[config.mk]
export PLATFORM = sky130hd
export DESIGN_NAME = mpadd_seq
export DESIGN_NICKNAME = d
export VERILOG_FILES = /design/src/rtl/mpadd_pkg.sv /design/src/rtl/cla.sv /design/src/rtl/mpadd_seq.sv
export SDC_FILE = /design/constraint.sdc
export NUM_CORES = 1
export LEC_CHECK = 0
export CORE_AREA = 5 5 109 111
export CTS_BUF_LIST = sky130_fd_sc_hd__clkbuf_4 sky130_fd_sc_hd__clkbuf_8
export DETAILED_ROUTE_END_ITERATION = 6
export DIE_AREA = 0 0 114 116
export PLACE_DENSITY = 0.95
export SETUP_SLACK_MARGIN = 0.2
export SLEW_MARGIN = 20
export SYNTH_ARGS = -nofsm -noshare
export SYNTH_HDL_FRONTEND = slang
export SYNTH_SLANG_ARGS = --single-unit
[constraint.sdc]
create_clock -name clk -period 10.7 [get_ports clk]
set_input_delay 2.14 -clock clk [delete_from_list [all_inputs] [get_ports clk]]
set_output_delay 2.14 -clock clk [all_outputs]
set_load 0.05 [all_outputs]
[src/rtl/mpadd_pkg.sv]
// Shared types and helpers for the byte-serial multi-precision adder.
package mpadd_pkg;

    localparam int BYTE_W = 8;

    typedef enum logic [1:0] {
        IDLE = 2'd0,
        RUN  = 2'd1,
        DONE = 2'd2
    } state_t;

    // The byte index needs at least one bit, even for a single-byte build.
    function automatic int idx_width(input int nbytes);
        return (nbytes > 1) ? $clog2(nbytes) : 1;
    endfunction

endpackage

[src/rtl/cla.sv]
// 8-bit carry-lookahead adder shared by the byte-serial datapaths.
// Purely combinational; no handshake.
module cla (
    input  logic [7:0] a,
    input  logic [7:0] b,
    input  logic       cin,
    output logic [7:0] sum,
    output logic       cout
);

    logic [7:0] gen;
    logic [7:0] prop;
    logic [8:0] carry;

    always_comb begin
        gen      = a & b;
        prop     = a ^ b;
        carry    = '0;
        carry[0] = cin;
        for (int i = 0; i < 8; i++) begin
            carry[i+1] = gen[i] | (prop[i] & carry[i]);
        end
        sum  = prop ^ carry[7:0];
        cout = carry[8];
    end

endmodule

[src/rtl/mpadd_seq.sv]
// Byte-serial multi-precision add (LSB first) through one cla; MPADD_SUB_EN adds in_sub for A-B.
// out_valid rises NBYTES edges after accept; in_ready low while busy, result held until out_ready.
module mpadd_seq
    import mpadd_pkg::*;
#(
    parameter int NBYTES = 4
) (
    input  logic                     clk,
    input  logic                     rst_n,
    input  logic                     in_valid,
    output logic                     in_ready,
    input  logic [BYTE_W*NBYTES-1:0] in_a,
    input  logic [BYTE_W*NBYTES-1:0] in_b,
    input  logic                     in_cin,
`ifdef MPADD_SUB_EN
    input  logic                     in_sub,
`endif
    output logic                     out_valid,
    input  logic                     out_ready,
    output logic [BYTE_W*NBYTES-1:0] out_sum,
    output logic                     out_cout,
    output logic                     out_ovf,
    output logic                     busy
);

    localparam int W     = BYTE_W * NBYTES;
    localparam int IDX_W = idx_width(NBYTES);
    localparam logic [IDX_W-1:0] LAST_IDX = IDX_W'(NBYTES - 1);

    state_t state;
    state_t state_nxt;
    logic   accept;
    logic   step;
    logic   last;

    logic [W-1:0]      a_reg;
    logic [W-1:0]      b_reg;
    logic [W-1:0]      sum_reg;
    logic [W-1:0]      sum_merge;
    logic              carry_reg;
    logic [IDX_W-1:0]  idx;
    logic              sub_reg;
    logic              cin_eff;

    logic [BYTE_W-1:0] a_byte;
    logic [BYTE_W-1:0] b_byte;
    logic [BYTE_W-1:0] s_byte;
    logic              c_byte;

`ifdef MPADD_SUB_EN
    // Subtract is A + ~B + 1, so the initial carry is forced high.
    assign cin_eff = in_sub | in_cin;

    always_ff @(posedge clk or negedge rst_n) begin
        if (!rst_n) begin
            sub_reg <= 1'b0;
        end else if (accept) begin
            sub_reg <= in_sub;
        end
    end
`else
    assign cin_eff = in_cin;
    assign sub_reg = 1'b0;
`endif

    assign last = (idx == LAST_IDX);

    always_ff @(posedge clk or negedge rst_n) begin
        if (!rst_n) begin
            state <= IDLE;
        end else begin
            state <= state_nxt;
        end
    end

    always_comb begin
        state_nxt = state;
        in_ready  = 1'b0;
        out_valid = 1'b0;
        busy      = 1'b0;
        accept    = 1'b0;
        step      = 1'b0;
        case (state)
            IDLE: begin
                in_ready = 1'b1;
                if (in_valid) begin
                    accept    = 1'b1;
                    state_nxt = RUN;
                end
            end
            RUN: begin
                busy = 1'b1;
                step = 1'b1;
                if (last) begin
                    state_nxt = DONE;
                end
            end
            DONE: begin
                busy      = 1'b1;
                out_valid = 1'b1;
                if (out_ready) begin
                    state_nxt = IDLE;
                end
            end
            default: state_nxt = IDLE;
        endcase
    end

    always_comb begin
        a_byte    = a_reg[idx*BYTE_W +: BYTE_W];
        b_byte    = b_reg[idx*BYTE_W +: BYTE_W] ^ {BYTE_W{sub_reg}};
        sum_merge = sum_reg;
        sum_merge[idx*BYTE_W +: BYTE_W] = s_byte;
    end

    cla u_cla (
        .a    (a_byte),
        .b    (b_byte),
        .cin  (carry_reg),
        .sum  (s_byte),
        .cout (c_byte)
    );

    // Results are loaded only on the final byte so the outputs never show partial sums.
    always_ff @(posedge clk or negedge rst_n) begin
        if (!rst_n) begin
            a_reg     <= '0;
            b_reg     <= '0;
            sum_reg   <= '0;
            carry_reg <= 1'b0;
            idx       <= '0;
            out_sum   <= '0;
            out_cout  <= 1'b0;
            out_ovf   <= 1'b0;
        end else if (accept) begin
            a_reg     <= in_a;
            b_reg     <= in_b;
            carry_reg <= cin_eff;
            idx       <= '0;
        end else if (step) begin
            sum_reg   <= sum_merge;
            carry_reg <= c_byte;
            if (last) begin
                out_sum  <= sum_merge;
                out_cout <= c_byte;
                out_ovf  <= (a_byte[BYTE_W-1] == b_byte[BYTE_W-1]) &&
                            (s_byte[BYTE_W-1] != a_byte[BYTE_W-1]);
            end else begin
                idx <= idx + 1'b1;
            end
        end
    end

endmodule

==> flow_metrics.py <==
metrics = {
    "die": {
        "start_util_pct": 57.9,
        "die_y_um": 116,
        "die_area_um2": 13200,
        "boundaryPins": 106,
        "core-area_um2": 10700,
        "fp-row-count": 38,
        "die_x_um": 114,
    },
    "setup_path": {
        "slowest_stage": "dfrtp_1",
        "cp_max_fo": 21,
        "path_class": "register to register",
        "ff2ff_path_depth": 13,
        "cp_top_family": "adder cells",
        "crit_buf_inv": 2,
        "cp.depth": 13,
        "worst-endpoint-required_ps": 11040,
        "crit_arrival_ps": 5720,
        "cpMostUsedCell": "fa_1",
        "cpPeakStageDelay_ps": 920,
        "worstPathCellList": "mux4_2 > fa_1 > inv_1 > fa_1 > fa_1 > fa_1 > fa_1 > fa_1 > fa_1 > inv_1 > fa_1 > xnor2_1 > o31ai_1",
        "startpoint_type": "register",
        "cp-end-kind": "register",
    },
    "timing": {
        "fmax_mhz": 186,
        "rsz0062_at_grt": "no",
        "period_share_pct": 50.4,
        "setup_viol_count_final": 0,
        "worst_slew_pin_slew_ps": 977,
        "min_period_ps": 5390,
        "setup_tns_ps": 0,
        "finClkSkew_ps": 9.93,
        "final-hold-violation-count": 0,
        "slew_violations": 0,
        "slew-limit-headroom_pct": 34.7,
    },
    "synthesis": {
        "yosysWarningCount": 0,
        "muxShareOfSynthArea_pct": 20.3,
        "synthAdderAreaFrac_pct": 4.61,
        "synth_xor_area_share_pct": 0.283,
        "syn_avg_cell_area_um2": 13.0,
        "synth.distinct_cells": 36,
        "synth_top_area_cell": "dfrtp_1",
        "synth_seq_cells": 135,
        "ys_seq_area_share_pct": 54.6,
        "synth.area.top_cells": "dfrtp_1 55%, mux2_2 14%, mux4_2 5.8%",
        "mappedNetlistNets": 564,
        "yosys.area_share.simple_pct": 6.65,
        "synth_area_um2": 6190,
        "synth_top_family_by_area": "multiplexers",
        "postSynthCellCount": 477,
        "synth_compound_area_share_pct": 8.95,
        "synth_top_area_share_pct": 54.6,
    },
    "status": {
        "status": "complete, no violations",
    },
    "route": {
        "wl_per_cell_um": 19.0,
        "vias": 4230,
        "drt_iter0_drc": 264,
        "first_pass_iters": 5,
        "drc": 0,
        "vias_per_cell": 5.78,
        "routed_wl_um": 13900,
        "antenna_left": 0,
    },
    "cts": {
        "clockRootBuffer": "clkbuf_8",
        "h-tree-depth": 4,
        "cts.path.max_buffers": 2,
        "cts.sinks": 135,
        "clk_pin_slew_ps": 80,
        "cts_resized": 0,
        "tritoncts": "built",
        "cts-buffers-inserted": 17,
        "clkLatencyLatePin_ps": 450,
        "cts_setup_buffers": 0,
        "ctsHoldBuffers": 0,
    },
    "cells_and_area": {
        "syn_to_final_growth_pct": 24.2,
        "final_util_pct": 71.9,
        "drive_gt1_share_pct": 23.3,
        "finalNonFillerCells": 732,
        "fin_nets": 667,
        "fillers": 677,
        "design_area_um2": 7690,
        "num_antenna_cells": 0,
    },
    "min_path": {
        "hp-class": "register to register",
        "hold_depth": 2,
    },
    "placement": {
        "dp_hpwl_um": 9810,
        "portBuffers": 105,
        "place_area_um2": 7280,
        "gp_congestion": 0.834,
        "dpl.cell_count": 701,
    },
    "grt": {
        "grt_max_degree": 94,
        "grt_pass1_vias": 4621,
        "antenna_found_initial": 0,
        "grt_usage_pct": 22.5,
        "grt_pass1_wl_um": 23100,
        "overflow": 0,
    },
    "run": {
        "cap_violations": 0,
    },
}
## cell type report
cell class | instances | area, um^2 | share of cell area [%]
Clock buffer | 18 | 248 | 3.22
Timing Repair Buffer | 108 | 1070 | 14.0
Inverter | 34 | 128 | 1.66
Clock inverter | 13 | 155 | 2.02
Tap cell | 140 | 175 | 2.28
Multi-Input combinational cell | 284 | 2530 | 32.9
Sequential cell | 135 | 3380 | 43.9
## layer usage
layer	GRT usage [%]	vias to the layer above	wire length, um
met5	0	-	0
met4	9.03	0	279
met3	6.06	33	1100
met2	37.8	180	7170
met1	28.0	2126	5340
li1	-	1891	-
## synth_stat cells
cell type	instances
nor2b_1	7
a221oi_1	1
xnor2_1	2
a32o_1	4
nand4bb_2	1
o21ai_1	6
buf_2	12
inv_1	34
and3b_1	1
a2bb2oi_1	12
nand4bb_1	2
clkbuf_1	5
o22ai_1	12
mux2i_1	2
nand4b_1	1
a21oi_1	11
o21ai_0	37
mux4_2	16
fa_1	8
and2b_1	1
nand2_1	49
buf_6	7
nor3_1	2
dfrtp_1	135
or3_1	1
mux2_2	78
and4b_1	1
ha_1	10
a22o_1	4
o31ai_1	1
nand2b_1	3
nand2_2	3
or3_4	1
and4bb_2	3
a31oi_1	2
nor2_1	2
## worst register-to-register path, cell delays in order, from the launching register on
cell     delay, ps
dfrtp_1        920
mux4_2         400
fa_1           190
inv_1           60
fa_1           390
fa_1           420
fa_1           460
fa_1           460
fa_1           470
fa_1           430
inv_1           90
fa_1           570
xnor2_1        200
o31ai_1        230
## cells by family after synthesis
logic type      Yosys count
compound gates           90
xor+xnor                  2
fa+ha+maj                18
buf+inv                  58
flops                   135
mux                      96
simple gates             78
## layout by cell type (no fill, tap or decap), drive strengths merged, types with 3 or more instances in the layout
cell type / synthesis / final
a21oi: 11 / 11
a22o: 4 / 4
a2bb2oi: 12 / 12
a32o: 4 / 4
and4bb: 3 / 3
buf: 19 / 4
bufinv: 0 / 3
clkbuf: 5 / 18
clkdlybuf4s50: 0 / 104
clkinv: 0 / 6
clkinvlp: 0 / 3
dfrtp: 135 / 135
fa: 8 / 8
ha: 10 / 10
inv: 34 / 35
mux2: 78 / 78
mux4: 16 / 16
nand2: 52 / 52
nand2b: 3 / 3
nand4bb: 3 / 3
nor2b: 7 / 7
o21ai: 43 / 43
o22ai: 12 / 12
## worst paths after layout
path                               end  slack, ps        start
hold reg to reg            out_sum[19]        480  out_sum[19]
setup reg to reg               out_ovf       5310       idx[1]
min in group asynchronous     a_reg[7]       1680        rst_n
hold / removal             out_sum[19]        480  out_sum[19]
setup / recovery               out_ovf       5310       idx[1]
max in group asynchronous   out_sum[6]       7830        rst_n
## stage by stage
stage | worst slack [ps] | hold WS [ps]
2_1_floorplan | 5850 | 450
3_3_place_gp | 5520 | 461
3_5_place_dp | 5270 | 470
4_1_cts | 5280 | 486
5_1_grt | 5060 | 500
6_report | 5310 | 483
Power is left out: the tool's default activity adds up to more than one toggle a clock period on the data nets, which glitch-free logic cannot reach.
==> patch 1, RTL diff (config.mk and constraints unchanged) <==
The 3 states of `state_t` get a one-hot encoding in 3 bits.
--- a/src/rtl/mpadd_pkg.sv
+++ b/src/rtl/mpadd_pkg.sv
@@ -3,10 +3,10 @@
 
     localparam int BYTE_W = 8;
 
-    typedef enum logic [1:0] {
-        IDLE = 2'd0,
-        RUN  = 2'd1,
-        DONE = 2'd2
+    typedef enum logic [2:0] {
+        IDLE = 3'b001,
+        RUN  = 3'b010,
+        DONE = 3'b100
     } state_t;
 
     // The byte index needs at least one bit, even for a single-byte build.
Check against the original RTL: no difference found for any inputs over 4 cycles, from zero or initial values and one cycle with rst_n low; so few cycles prove little.
==> patch 1 against the unedited design <==
Area after synthesis up 1.9%. Sequential cell count up 1. Worst setup slack better by 290 ps. Maximum frequency up 5.7%. Routed wire length up 4.3%. Critical path type unchanged. Global-route usage up 0.30 points. Design area up 1.7%.
==> patch 1: results (changes against the unedited design) <==
length of routed met3 wiring=1.11 mm (+1.1%); maximum number of pins on one net before global-route repair=72 (-23%); number of DRC markers in iteration 0=212 (-20%); met2 routed wirelength=7.36 mm (+2.7%); number of clock buffers in the layout=19 (+1); final instance count without filler cells=713 (-2.6%); multiplexer fraction of the synthesized cell area=17.8% (-2.6 points); synthesized netlist cell count=473 (-0.84%); met1 Resource Use GR=28.3% (+0.27 points); area share of buffers outside the clock network=13.7% (-0.28 points); weighted congestion reported at the end of routability-driven placement=0.849 (+1.8%); Final Routed Wirelength=14.5 mm (+4.3%); Layout fillers=680 (+0.44%); proportion of layout cells with a drive suffix above 1=21.8% (-1.5 points); adder-cell share of the synthesized area=3.93% (-0.68 points); run status=finished, final reports clean; Hold Path Cell Cnt=1 (-1); critical path arrival=5400 ps (-320 ps); worst hold path endpoint=out_sum[26]$_DFFE_PN0P_; area after detailed placement=0.00734 mm^2 (+0.76%); setup slack on the worst flop-to-flop path=5600 ps (+290 ps); met3 global-route usage=5.59% (-0.47 points); proportion of cell area occupied by multi-input gates=32.4% (-0.55 points); number of placed cells counting well taps=682 (-2.7%); vias post-DR=4299 (+1.6%); post-synthesis compound-gate area fraction=12.6% (+3.7 points); area share of xor/xnor cells in the synthesized design=0.278% (-0.0052 points); multi-input gates=256 (-9.9%); area fraction of clock buffers and clock inverters=6.13% (+0.89 points); worst-case hold slack=491 ps (+8.08 ps); NumNets Final=645 (-3.3%)
==> patch 1: cell types whose count changed after synthesis, moves of 9 or more <==
| cell | before | now |
|---|---|---|
| sky130_fd_sc_hd__o21ai_0 | 37 | 3 |
| sky130_fd_sc_hd__nand2_1 | 49 | 8 |
| sky130_fd_sc_hd__o21a_1 | 0 | 24 |
| sky130_fd_sc_hd__nor2_1 | 2 | 15 |
| sky130_fd_sc_hd__buf_1 | 0 | 9 |
| sky130_fd_sc_hd__o221ai_1 | 0 | 24 |
| sky130_fd_sc_hd__o2bb2ai_1 | 0 | 24 |
| sky130_fd_sc_hd__a2bb2oi_1 | 12 | 0 |
| sky130_fd_sc_hd__o22ai_1 | 12 | 1 |
| sky130_fd_sc_hd__buf_4 | 0 | 10 |
| sky130_fd_sc_hd__mux2_2 | 78 | 60 |
==> patch 2, RTL diff (config.mk and constraints unchanged) <==
Made on the original files. Build with the macro `MPADD_SUB_EN` defined.
--- a/src/rtl/mpadd_seq.sv
+++ b/src/rtl/mpadd_seq.sv
@@ -1,5 +1,7 @@
 // Byte-serial multi-precision add (LSB first) through one cla; MPADD_SUB_EN adds in_sub for A-B.
 // out_valid rises NBYTES edges after accept; in_ready low while busy, result held until out_ready.
+`define MPADD_SUB_EN
+
 module mpadd_seq
     import mpadd_pkg::*;
 #(
Ports: changed (added in_sub); port bits go from 106 to 107. The function was not compared with the original's and may differ.
==> patch 2 against the unedited design <==
Design area increased by 2.8%. Non-clock buffer count is 3 higher. Sequential share of layout area decreased by 0.88 points. Cell count is 0.55% higher. Critical endpoint is now out_sum[7]$_DFFE_PN0P_. Routed wire length is 2.0% higher. Area after synthesis is 2.7% higher. Sequential cell count up 1. Synthesized cell count up 0.63%. Highest routed layer unchanged. Worst setup slack improved by 58 ps.
Power is not shown: default switching activity piles up to over one toggle a cycle in this logic, so the estimate is an artifact.
==> patch 2: results (changes against the unedited design) <==
Layout fillers=648 (-4.3%); synth unique cells=32 (-11%); register area share after synthesis=53.5% (-1.1 points); setup slack on the worst flop-to-flop path=5370 ps (+60 ps); yosys warns=0 (unchanged); Slowest Stage Delay on Critical Path=740 ps (-180 ps); initial antenna violation count=0 (unchanged); number of H-tree branching levels=4 (unchanged); clock input transition at the sequential cells of the worst setup and hold paths=70 ps; Final Routed Wirelength=14.2 mm (+2.0%); number of buffers on the longest clock path=2 (unchanged); vias per cell=5.65 (-2.2%); terminus of the critical flop-to-flop path=out_sum[7]$_DFFE_PN0P_; wire length of the first global-routing pass=22.8 mm (-1.1%); number of DRC markers in iteration 0=219 (-17%); number of setup buffers added after CTS=0 (unchanged); count of cells along the worst register-to-register path=12 (-1); cell at the root of the clock tree=sky130_fd_sc_hd__clkbuf_8; via count of the first global-routing pass=4557 (-1.4%); maximum net fanout on the critical path=25 (+19%); clock skew=11.0 ps (+1.11 ps); Pre-Repair DR Iteration Count=4 (-1); worst slew pin tran=742 ps (-234 ps); proportion of layout cells with a drive suffix above 1=27.5% (+4.2 points); maximum number of pins on one net before global-route repair=84 (-11%); weighted congestion reported at the end of routability-driven placement=0.824 (-1.2%); final setup violation count=0 (unchanged); top post-synthesis cells by area=sky130_fd_sc_hd__dfrtp_1, sky130_fd_sc_hd__mux2_2, sky130_fd_sc_hd__mux4_1, sky130_fd_sc_hd__o22ai_1, sky130_fd_sc_hd__inv_1; number of buffers created by CTS=17 (unchanged); max-slew violation count=0 (unchanged); CP max stage cell=sky130_fd_sc_hd__fa_1; IO buf count=106 (+0.95%); synthesized netlist net count=568 (+0.71%); Hold Crit Class=reg -> reg; CP endpoint kind=register; count of cells resized by post-cts repair=0 (unchanged); worst setup path start=idx[0]$_DFFE_PN0P_; latest clock arrival within the worst-skew pair=440 ps; top cells by instance count after synthesis=sky130_fd_sc_hd__dfrtp_1, sky130_fd_sc_hd__mux2_2, sky130_fd_sc_hd__inv_1, sky130_fd_sc_hd__nand2_1, sky130_fd_sc_hd__o22ai_1; DPL Wire Length=10.3 mm (+4.7%); run status=finished, final reports clean; Top delay family on crit path=adder cells; NumNets Final=671 (+0.60%); async set-or-reset flop fraction in the synthesized netlist=100% (unchanged); antenna diode count=0 (unchanged); combined global-route utilization of all metal layers=22.6% (+0.042 points)
[patch 2: per-stage QoR]
stage	setup WS [ps]	area, um^2	cells	hold slack (ps)	utilization, %
2_1_floorplan	5450	6360	480	450	-
3_3_place_gp	5640	7490	704	460	70.0
3_5_place_dp	5420	7490	704	466	70.0
4_1_cts	5410	7900	736	484	73.8
5_1_grt	5240	7900	736	501	73.9
6_report	5370	7900	736	485	73.9
[patch 2: worst min-delay path by stage]
stage / from / end / slack [ps] / cells after the start
after detailed placement: sum_reg[9]$_DFFE_PN0P_ / sum_reg[9]$_DFFE_PN0P_ / 470 / 2
after floorplan: sum_reg[0]$_DFFE_PN0P_ / sum_reg[0]$_DFFE_PN0P_ / 450 / 2
after global routing: sum_reg[22]$_DFFE_PN0P_ / sum_reg[22]$_DFFE_PN0P_ / 500 / 2
after CTS: sum_reg[8]$_DFFE_PN0P_ / sum_reg[8]$_DFFE_PN0P_ / 480 / 2
after global placement: sum_reg[14]$_DFFE_PN0P_ / sum_reg[14]$_DFFE_PN0P_ / 460 / 2
final: sum_reg[8]$_DFFE_PN0P_ / sum_reg[8]$_DFFE_PN0P_ / 480 / 2
[patch 2: final cells by class]
type | count | area share [%]
flip-flops and latches | 136 | 43.1
multi-input cells | 270 | 33.3
repair buffers | 111 | 13.9
clock buffers | 18 | 3.06
inverters | 47 | 2.26
well taps | 140 | 2.22
clock inverters | 14 | 2.18
[patch 2: worst min-delay path: cells and delay by family (launching register included)]
family	cells	cell delay [ps]
AO/OA/AOI/OAI	1	50
AND/OR/NAND/NOR	1	60
flip-flops	1	340
[patch 2: cells by family (layout without fill, tap and decap cells)]
kind of cell               after synthesis  in the layout  share of synthesized area [%]
adders and majority gates               18             18                           4.48
and+or+nand+nor                         55             55                           4.46
xor gates and xnor gates                10             10                           1.38
DFF                                    136            136                           53.5
AOI/OAI and AO/OA                       72             72                           7.32
muxes                                  115            115                           23.7
buffers and inverters                   74            190                           5.15
[patch 2: routing by layer]
layer,vias to the layer above,wire [um],global-route usage (%)
li1,1899,-,-
met1,2063,5380,26.7
met2,170,7500,39.7
met3,29,990,6.01
met4,0,304,8.55
met5,-,0,0
